**src/rtl/ldl_wrr_burst_arb.sv**
```systemverilog
//==============================================================================
// Module      : ldl_wrr_burst_arb
// Description : Weighted round-robin arbiter that locks the grant for whole
//               bursts and lets a winner keep the port for up to wgt[i] bursts.
// Revision    : 1.0 - initial release
//==============================================================================
`default_nettype none

module ldl_wrr_burst_arb #(
    parameter int BIN_WIDTH = 3,
    parameter int REQ_WIDTH = 1 << BIN_WIDTH,
    parameter int WGT_WIDTH = 4
) (
    input  logic                           clk,
    input  logic                           rst_n,
    input  logic [REQ_WIDTH-1:0]           req,
    input  logic [REQ_WIDTH-1:0]           last,
    input  logic [REQ_WIDTH*WGT_WIDTH-1:0] wgt,
    input  logic                           rdy,
    output logic [REQ_WIDTH-1:0]           gnt,
    output logic [BIN_WIDTH-1:0]           gnt_bin,
    output logic                           busy,
    output logic                           fire,
    output logic [BIN_WIDTH-1:0]           pre_bin
);

    localparam logic [0:0] c_IDLE = 1'b0;
    localparam logic [0:0] c_BUSY = 1'b1;

    logic [0:0]           r_state,   w_state_nxt;
    logic [REQ_WIDTH-1:0] r_gnt,     w_gnt_nxt;
    logic [BIN_WIDTH-1:0] r_gnt_bin, w_gnt_bin_nxt;
    logic [BIN_WIDTH-1:0] r_pre_bin, w_pre_bin_nxt;
    logic [WGT_WIDTH-1:0] r_credit,  w_credit_nxt;
    logic                 r_mid,     w_mid_nxt;

    logic                 w_found;
    logic [BIN_WIDTH-1:0] w_winner;
    logic [WGT_WIDTH-1:0] w_quota;
    logic                 w_fire;
    logic                 w_release;

    // Rotating search starting just after the last released winner;
    // index arithmetic wraps naturally because REQ_WIDTH == 2**BIN_WIDTH.
    always_comb begin
        logic [BIN_WIDTH-1:0] w_idx;
        w_found  = 1'b0;
        w_winner = '0;
        w_idx    = '0;
        for (int k = 0; k < REQ_WIDTH; k++) begin
            w_idx = r_pre_bin + BIN_WIDTH'(k + 1);
            if (!w_found && req[w_idx]) begin
                w_found  = 1'b1;
                w_winner = w_idx;
            end
        end
    end

    always_comb begin
        w_quota = wgt[w_winner*WGT_WIDTH +: WGT_WIDTH];
        if (w_quota == '0) begin
            w_quota = WGT_WIDTH'(1);
        end
    end

    assign w_fire = (r_state == c_BUSY) && req[r_gnt_bin] && rdy;

    always_comb begin
        w_state_nxt   = r_state;
        w_gnt_nxt     = r_gnt;
        w_gnt_bin_nxt = r_gnt_bin;
        w_pre_bin_nxt = r_pre_bin;
        w_credit_nxt  = r_credit;
        w_mid_nxt     = r_mid;
        w_release     = 1'b0;
        case (r_state)
            c_IDLE: begin
                if (w_found) begin
                    w_state_nxt   = c_BUSY;
                    w_gnt_nxt     = REQ_WIDTH'(1) << w_winner;
                    w_gnt_bin_nxt = w_winner;
                    w_credit_nxt  = w_quota;
                    w_mid_nxt     = 1'b0;
                end
            end
            c_BUSY: begin
                if (w_fire && last[r_gnt_bin]) begin
                    w_mid_nxt    = 1'b0;
                    w_credit_nxt = r_credit - WGT_WIDTH'(1);
                    w_release    = (r_credit == WGT_WIDTH'(1));
                end else if (w_fire) begin
                    w_mid_nxt = 1'b1;
                end else if (!r_mid && !req[r_gnt_bin]) begin
                    w_release = 1'b1;
                end
                if (w_release) begin
                    w_state_nxt   = c_IDLE;
                    w_gnt_nxt     = '0;
                    w_pre_bin_nxt = r_gnt_bin;
                end
            end
            default: begin
                w_state_nxt = c_IDLE;
                w_gnt_nxt   = '0;
            end
        endcase
    end

    always_ff @(posedge clk) begin
        if (!rst_n) begin
            r_state   <= c_IDLE;
            r_gnt     <= '0;
            r_gnt_bin <= '0;
            r_pre_bin <= '1;
            r_credit  <= '0;
            r_mid     <= 1'b0;
        end else begin
            r_state   <= w_state_nxt;
            r_gnt     <= w_gnt_nxt;
            r_gnt_bin <= w_gnt_bin_nxt;
            r_pre_bin <= w_pre_bin_nxt;
            r_credit  <= w_credit_nxt;
            r_mid     <= w_mid_nxt;
        end
    end

    assign gnt     = r_gnt;
    assign gnt_bin = r_gnt_bin;
    assign busy    = (r_state == c_BUSY);
    assign fire    = w_fire;
    assign pre_bin = r_pre_bin;

endmodule

`default_nettype wire

```
**config.mk**
```make
export PLATFORM = sky130hd
export DESIGN_NAME = ldl_wrr_burst_arb
export DESIGN_NICKNAME = d
export VERILOG_FILES = /design/src/rtl/ldl_wrr_burst_arb.sv
export SDC_FILE = /design/constraint.sdc
export NUM_CORES = 1
export LEC_CHECK = 0
export CAP_MARGIN = 20
export CORE_MARGIN = 1.5
export CORE_UTILIZATION = 49
export CTS_CLUSTER_DIAMETER = 200
export CTS_CLUSTER_SIZE = 12
export DETAILED_ROUTE_END_ITERATION = 8
export PLACE_DENSITY = 0.81
export SLEW_MARGIN = 10
export SYNTH_ARGS = -nofsm -noshare
export SYNTH_HDL_FRONTEND = slang
export SYNTH_SLANG_ARGS = --single-unit
```
**constraint.sdc**
```tcl
create_clock -name clk -period 4.64 [get_ports clk]
set_clock_uncertainty 0.15 [all_clocks]
set_input_delay 1.16 -clock clk [delete_from_list [all_inputs] [get_ports clk]]
set_output_delay 1.16 -clock clk [all_outputs]
set_load 0.005 [all_outputs]
```
Word level (Yosys, flattened, before mapping) --
Cells that the tools add are included.
Storage, ports and cells: register bits 20, word-level logic and storage cells 111
Operators by class: $add $sub $neg 8, order comparisons 9, equal/unequal tests 5, shift-type cells 2, mux-type cells 54, bitwise gates (word level) 1, reductions and logical operators 26
Operators with widths (count):
- 3-bit by 4-bit < comparator with 1-bit output (second input constant) | 9
- 32-bit by 6-bit variable part select with 4-bit output | 1
- 1-bit binary-select mux with 3-bit select | 10
- 1-bit 2-to-1 mux | 27
- 3-bit 2-to-1 mux | 8
- 8-bit 2-to-1 mux | 2
- 8-bit one-hot mux with 2 select lines | 1
- 3-bit adder (second input constant) | 4
- 4-bit 2-to-1 mux | 3
- 1-bit logical AND | 11
- 2-bit AND reduction | 5
- 1-bit zero test | 9
- 4-bit one-hot mux with 2 select lines | 1
- 1-bit by 3-bit left shift with 8-bit output (first input constant) | 1
- 3-bit by 2-bit adder with 3-bit output (second input constant) | 2
- 4-bit by 1-bit == test with 1-bit output (second input constant) | 1
- 4-bit zero test | 1
- 2-bit by 1-bit inequality test with 1-bit output (second input constant) | 2
- 1-bit one-hot mux with 2 select lines | 2
- 4-bit by 1-bit subtractor with 4-bit output (second input constant) | 1
- 3-bit by 1-bit adder with 3-bit output (second input constant) | 1
- 3-bit by 1-bit inequality test with 1-bit output (second input constant) | 1
- 2-bit inequality test (second input constant) | 1
- 1-bit inverter | 1

Longest topological paths before layout --
Gate-level depths: netlist of run 1.
depth in word-level cells 30, depth in mapped cells 17, mapped depth without buffers 12

Least setup slack after synthesis of run 1 --
Ideal clock, no wire load.
path kind register to register, from register r_pre_bin[1], in the netlist pre_bin[1], to register r_credit[1], arrival time 4.038 ns, path slack 0.391 ns, stages on the path, launching flop included 17, cell sequence dfxtp_1 buf_2 buf_4 inv_1 ha_1 buf_6 mux2i_1 mux4_2 a32oi_4 buf_6 and3b_4 o41ai_4 nand3_4 mux2i_1 a22o_1 a2111oi_0 o221a_1
Between the ends: cells in the longest elaborated chain, start to end 30, elaborated cells between the ends (all ways) 60, those cells by class 7 x add/sub; 1 x eq/ne; 1 x shift; 35 x mux; 16 x reduce/logical
RTL lines:
- from (decl) | RTL line 33 | logic [BIN_WIDTH-1:0] r_pre_bin, w_pre_bin_nxt;
- from (signal assigned) | RTL line 121 | r_pre_bin <= w_pre_bin_nxt;
- 3-bit by 1-bit adder with 3-bit output | RTL line 51 | w_idx = r_pre_bin + BIN_WIDTH'(k + 1);
- 1-bit binary-select mux with 3-bit select | RTL line 52 | if (!w_found && req[w_idx]) begin
- 1-bit 2-to-1 mux (implied by the code) | RTL line 52
- 1-bit 2-to-1 mux | RTL line 52
- 1-bit zero test | RTL line 52
- 1-bit logical AND | RTL line 52
- 1-bit 2-to-1 mux | RTL line 52
- 1-bit zero test | RTL line 52
- [14 not listed]
- 1-bit zero test | RTL line 52
- 1-bit logical AND | RTL line 52
- 3-bit 2-to-1 mux | RTL line 52
- 32-bit by 6-bit variable part select with 4-bit output | RTL line 60 | w_quota = wgt[w_winner*WGT_WIDTH +: WGT_WIDTH];
- 4-bit zero test | RTL line 61 | if (w_quota == '0) begin
- 4-bit 2-to-1 mux | RTL line 61
- 4-bit 2-to-1 mux | RTL line 78 | if (w_found) begin
- 4-bit one-hot mux with 2 select lines | RTL line 76 | case (r_state)
- to (signal assigned) | RTL line 122 | r_credit <= w_credit_nxt;
- to (decl) | RTL line 34 | logic [WGT_WIDTH-1:0] r_credit, w_credit_nxt;
Several ways; a longest one is shown, not always the timed one. The select of a mux whose other input is x is not followed. A chain may end at the register's enable or synchronous reset.

Worst setup path in the final report of run 1 --
from input req[2], to register r_credit[1]
Between the ends: cells in the longest elaborated chain, start to end 29, elaborated cells between the ends (all ways) 59, those cells by class 2 x eq/ne; 1 x shift; 37 x mux; 19 x reduce/logical
RTL lines:
- from (decl) | RTL line 16 | input logic [REQ_WIDTH-1:0] req,
- 1-bit binary-select mux with 3-bit select | RTL line 52
- 1-bit 2-to-1 mux (implied by the code) | RTL line 52
- 1-bit 2-to-1 mux | RTL line 52
- 1-bit zero test | RTL line 52
- 1-bit logical AND | RTL line 52
- 1-bit 2-to-1 mux | RTL line 52
- 1-bit zero test | RTL line 52
- 1-bit logical AND | RTL line 52
- [13 not listed]
- 1-bit zero test | RTL line 52
- 1-bit logical AND | RTL line 52
- 3-bit 2-to-1 mux | RTL line 52
- 32-bit by 6-bit variable part select with 4-bit output | RTL line 60
- 4-bit zero test | RTL line 61
- 4-bit 2-to-1 mux | RTL line 61
- 4-bit 2-to-1 mux | RTL line 78
- 4-bit one-hot mux with 2 select lines | RTL line 76
Several ways; a longest one is shown, not always the timed one. The select of a mux whose other input is x is not followed.

==> results.toml, run 1 <==
[setup_path]
crit_family = "compound AO/OA/AOI/OAI gates"
crit_slowest_cell = "clkdlybuf4s50_1"
path_cells = "clkdlybuf4s50_1 -> mux2i_2 -> mux4_2 -> a32oi_4 -> nor4b_4 -> buf_4 -> o41ai_4 -> nand3_4 -> mux2i_1 -> a22o_1 -> a2111oi_2 -> o221a_1"
r2r-start = "pre_bin[1]"
cp_max_fo = 7
path_class = "primary input to flop"
path_buf_inv = 2
critPathRequiredTime_ns = 4.70
slowest_delay_ns = 0.52
critPathLaunchType = "primary input"
r2r_end = "r_credit[1]"
crit_arrival_ns = 4.66
r2r_setup_slack_ns = 0.43
end_kind = "flop"
ff2ff_path_depth = 13

[power]
ir_drop_uv = 450
p_per_area_nw_per_um2 = 835
p_leak_nw = 1.58
p_total_mw = 3.17

[timing]
setup-violations-final = 0
rsz0062_at_grt = "yes"
hold_viol = 0
setup_ws_ns = 0.0431
finalSetupTns_ns = 0
maxSlewViolCount = 0
min_period_over_period_pct = 99.1
hold_ws_ns = 0.382
max_freq_mhz = 218
fin_crit_ns = 4.60
relSlewSlack_pct = 59.1
worstMarginPinSlew_ns = 0.611

[clock_tree]
cts_htree_levels = 1
hold_buffers = 0
cts-root-buf = "clkbuf_8"
cts_sinks = 20
cts_buffer_depth = 2
clk_pin_slew_ns = 0.08
cts_buffers = 3
clk_latency_ns = 0.26
cts_tree = "built"

[global_route]
grt_pass1_vias = 2688
grt_pass1_wl_mm = 12.5
grt_start_max_net_pins = 21
grt-ovfl-total = 0
antenna_found_initial = 0
track_usage_pct = 29.9

[floorplan]
ios = 67
start_util_pct = 51.3
die_w_um = 73.8
die-height_um = 73.8
num_rows = 25
fp.coreArea_um2 = 4790
dieArea_um2 = 5440

[min_path]
whs_path_depth = 2
min_to = "r_mid"
min_from = "r_mid"
hold_class = "flop to flop"

[drt]
drc = 0
route.vias.total = 2827
avgRoutedWirePerCell_um = 18.6
drtIter0Drc = 209
totalWireLength_mm = 8.59
firstDrtPassIters = 6
antenna_left = 0
via_per_inst = 6.13

[outcome]
status = "finished clean"

[synth]
synth_top_family_by_area = "multiplexers"
synth-edff-count = 0
async_reset_ff_share_pct = 0
synth_mux_area_share_pct = 28.7
synth_ff_type = "dfxtp_1"
synthSimpleGateAreaFrac_pct = 21.9
yosys.area_share.xor_xnor_pct = 1.43
syn_area_per_cell_um2 = 9.16
synth_cells = 268
synth_compound_area_share_pct = 24.1
synthAdderAreaFrac_pct = 2.04
ys_seq_elements = 20
syn_area_um2 = 2450
syn_nets = 323
seq_area_frac_synth_pct = 16.3
ys_warn_count = 0
synth_cell_types = 73

[placed_design]
postPlaceCellArea_um2 = 3600
dp_hpwl_mm = 6.29
preCtsSetupSlack_ns = -0.372
gp_congestion = 1.00
place_inst = 452
port_buffers = 66

[layout]
final_cell_area_um2 = 3800
instances_no_fill = 461
nets = 450
area_delta_synth_final_pct = 54.8
drive_gt1_share_pct = 31.7
postLayoutCoreUtil_pct = 79.3
antenna_cells = 0
fillers = 302

[flow_run]
cap_violations = 0
==> worst max path at each step <==
stage,startpoint,end,slack (ns),cells past startpoint
after detailed placement,req[3],r_credit[1],-0.37,13
final,req[2],r_credit[1],0.04,12
after CTS,req[3],r_credit[3],0.008,12
after global placement,req[2],r_credit[1],-0.38,11
after global routing,req[2],r_credit[1],-0.08,12
after floorplan,pre_bin[1],r_credit[1],0.39,16
==> worst reg2reg max path, cell delays in order, from the launching register on <==
cell and delay [ns]:
dfxtp_1 0.33, inv_1 0.12, ha_1 0.52, mux2i_1 0.15
mux4_2 0.53, a32oi_4 0.41, nor4b_4 0.09, buf_4 0.16
o41ai_4 0.43, nand3_4 0.18, mux2i_1 0.16, a22o_1 0.26
a2111oi_2 0.41, o221a_1 0.24
==> repair_timing <==
action,in CTS,in global routing
pin swaps,3,5
resized for setup,4,19
buffers inserted,2,3
setup endpoints to repair,2,7
==> cells in the final DEF (no fill, tap or decap), types with 8 or more instances in the layout <==
master            n
mux2i_1          25
nor2_1           18
mux4_2           15
a21oi_1           9
nor2b_1          14
clkdlybuf4s50_1  63
buf_4            68
a22oi_1           9
dfxtp_1          20
nand2_1          21
nor3_1            8
==> cell type report <==
class,count,area [um^2],area share [%]
clock buffer,4,55.1,1.45
tap,67,83.8,2.21
sequential,20,400,10.5
timing repair buffer,137,1220,32.3
inverter,9,33.8,0.890
multi-input combinational,224,2000,52.7
==> logic make-up (layout without fill, tap and decap cells) <==
family                     Yosys count  in the layout
AOI/OAI and AO/OA                   69             69
buffers and inverters               24            150
xor gates and xnor gates             4              4
and+or+nand+nor                     97             97
muxes                               50             50
DFF                                 20             20
adders and majority gates            4              4
==> power breakdown <==
part | internal [mW] | switching [mW]
logic | 1.39 | 1.36
clock network | 0.0756 | 0.0593
registers | 0.227 | 0.0605
total | 1.69 | 1.48
==> synthesized netlist by cell type, types with 2 or more instances <==
library cell  instances  share of area, %
mux2i_1              28                11
nand2_1              21               3.2
dfxtp_1              20                16
nor2_1               18               2.8
mux4_2               15                14
nor2b_1              14               3.6
nor3_1               11               2.2
a21oi_1               9               1.8
a22oi_1               9               2.8
a22o_1                6               2.1
inv_1                 6              0.92
buf_2                 5               1.0
buf_6                 5               2.3
nand4_1               5               1.3
o21ai_0               5               1.0
and2_1                4               1.0
and3_1                4               1.0
clkbuf_1              4              0.61
ha_1                  4               2.0
mux2_2                4               1.8
or3_1                 4               1.0
nor4_1                3              0.76
o21ai_1               3              0.61
o31ai_1               3              0.92
a211oi_1              2              0.61
a31oi_1               2              0.51
inv_2                 2              0.31
nand2b_1              2              0.51
o211ai_1              2              0.61
o221a_1               2              0.92
or2_2                 2              0.51
xnor2_1               2              0.71
xor2_1                2              0.71
==> sequential cells by signal, summed over array words and instances (netlist names) <==
| register | cells |
|---|---|
| r_credit | 4 |
| busy | 1 |
| pre_bin | 3 |
| gnt | 8 |
| gnt_bin | 3 |
| r_mid | 1 |
==> per-layer routing <==
metal	vias to the layer above	global-route usage, %	share of wire [%]
met5	-	0	0
li1	1297	-	-
met1	1358	40.1	42
met3	23	3.29	6.0
met2	149	52.3	51
met4	0	5.56	1.3
Power figures use the tool's default switching activity.
==> run 2, diff against run 1 <==
Settings changed: SKIP_LAST_GASP from default to 1.
==> results.toml, run 2 (synthesized netlist as in run 1, its figures left out) <==
[setup_path]
cp_max_fo = 7
r2r-start = "pre_bin[1]"
critPathLaunchType = "primary input"
critPathRequiredTime_ns = 4.70
path_common_cell = "buf_4"
crit_slowest_cell = "clkdlybuf4s50_1"
crit_arrival_ns = 4.68
startpoint = "req[2]"
path_class = "primary input to flop"
slowest_delay_ns = 0.52
path_cells = "clkdlybuf4s50_1 -> mux2i_2 -> mux4_2 -> a32oi_4 -> nor4b_4 -> buf_4 -> o41ai_4 -> nand3_4 -> buf_4 -> mux2i_1 -> and3_1 -> a2111oi_2 -> o221a_1"
end_kind = "flop"

[outcome]
status = "finished clean"

[layout]
antenna_cells = 0
largest_reg_flops = 8
final_common_cell = "buf_4"
final_cell_mix = "69 x buf_4, 63 x clkdlybuf4s50_1, 25 x mux2i_1"
instances_no_fill = 462
nets = 451
area_delta_synth_final_pct = 55.4
drive_gt1_share_pct = 31.9

[timing]
rsz0062_at_grt = "yes"
finalSetupTns_ns = 0
max_freq_mhz = 217
setup-violations-final = 0
fin_crit_ns = 4.62
maxSlewViolCount = 0
relSlewSlack_pct = 59.3
min_period_over_period_pct = 99.5
worstMarginPinSlew_ns = 0.608
hold_viol = 0

[global_route]
track_usage_pct = 29.8
grt_pass1_wl_mm = 12.4
grt_start_max_net_pins = 21
antenna_found_initial = 0
grt-ovfl-total = 0
grt_pass1_vias = 2663

[clock_tree]
cts_tree = "built"
cts_buffer_depth = 2
clk_latency_ns = 0.26
cts_sinks = 20
cts-root-buf = "clkbuf_8"
cts_htree_levels = 1
clk_pin_slew_ns = 0.08
cts_buffers = 3

[drt]
dr_wl_met3_um = 518
route.vias.total = 2812
totalWireLength_mm = 8.63
top_layer = "met4"
firstDrtPassIters = 5
avgRoutedWirePerCell_um = 18.7
drc = 0
routed-wl-met2_mm = 4.44
drtIter0Drc = 244
via_per_inst = 6.09
antenna_left = 0
wirelength_met1_mm = 3.55

[placed_design]
place_inst = 452
dp_hpwl_mm = 6.29
port_buffers = 66
gp_congestion = 1.00

[power]
ir_drop_uv = 424
p_leak_nw = 1.58
p_per_area_nw_per_um2 = 848

[floorplan]
dieArea_um2 = 5440
die-height_um = 73.8
ios = 67
start_util_pct = 51.3
fp.coreArea_um2 = 4790
num_rows = 25
die_w_um = 73.8

[min_path]
hold_class = "flop to flop"
min_from = "r_mid"

[flow_run]
cap_violations = 0
## run 2: cell types whose count changed in the layout (fill, tap and decap cells not counted), sizes merged
cell / change
buf: +1
## run 2: critical path, delay by kind of cell
family	cells	cell delay [ns]
AND/OR/NAND/NOR	3	0.47
multiplexers	3	0.74
AO/OA/AOI/OAI	4	1.45
buffers and inverters	3	0.86
## run 2: final cells by class
type	count	area, um^2
Sequential cell	20	400
Tap cell	67	83.8
Multi-Input combinational cell	224	2000
Inverter	9	33.8
Timing Repair Buffer	138	1240
Clock buffer	4	55.1
Fill cell	301	972
## run 2: path summary, 6_finish.rpt
check	end	slack (ns)	cells after the start
max	r_credit[1]	0.02	13
min	r_mid	0.39	2
max reg2reg	r_credit[1]	0.42	14
min reg2reg	r_mid	0.39	2
## run 2: timing repair
action / CTS / global route
pin swaps: 3 / 5
hold buffers: 0 / 0
resized for setup: 2 / 20
setup buffers: 2 / 4
setup endpoints to repair: 2 / 7
## run 2: report_power, final
part           internal, mW  switching [mW]  leakage (nW)
registers             0.227          0.0614         0.164
clock network        0.0756          0.0596        0.0288
logic                  1.45            1.37          1.39
## run 2: per-layer routing
metal	track usage (%)	vias to the layer above
li1	-	1304
met1	40.0	1341
met2	51.3	149
met3	3.16	18
met4	6.79	0
met5	0	-
## run 2: through the flow
| step | util (%) | total power, mW | hold WS, ns | setup slack [ns] | cell area, um^2 |
|---|---|---|---|---|---|
| finish | 79.7 | 3.23 | 0.386 | 0.0241 | 3810 |
| global route | 79.7 | 3.42 | 0.423 | -0.0791 | 3810 |
| CTS | 76.9 | 2.91 | 0.375 | -0.0144 | 3680 |
| detailed placement | 75.3 | 2.74 | 0.366 | -0.372 | 3600 |
| global placement | 75.3 | 2.68 | 0.357 | -0.379 | 3600 |
| floorplan | - | 1.88 | 0.348 | 0.391 | 2450 |
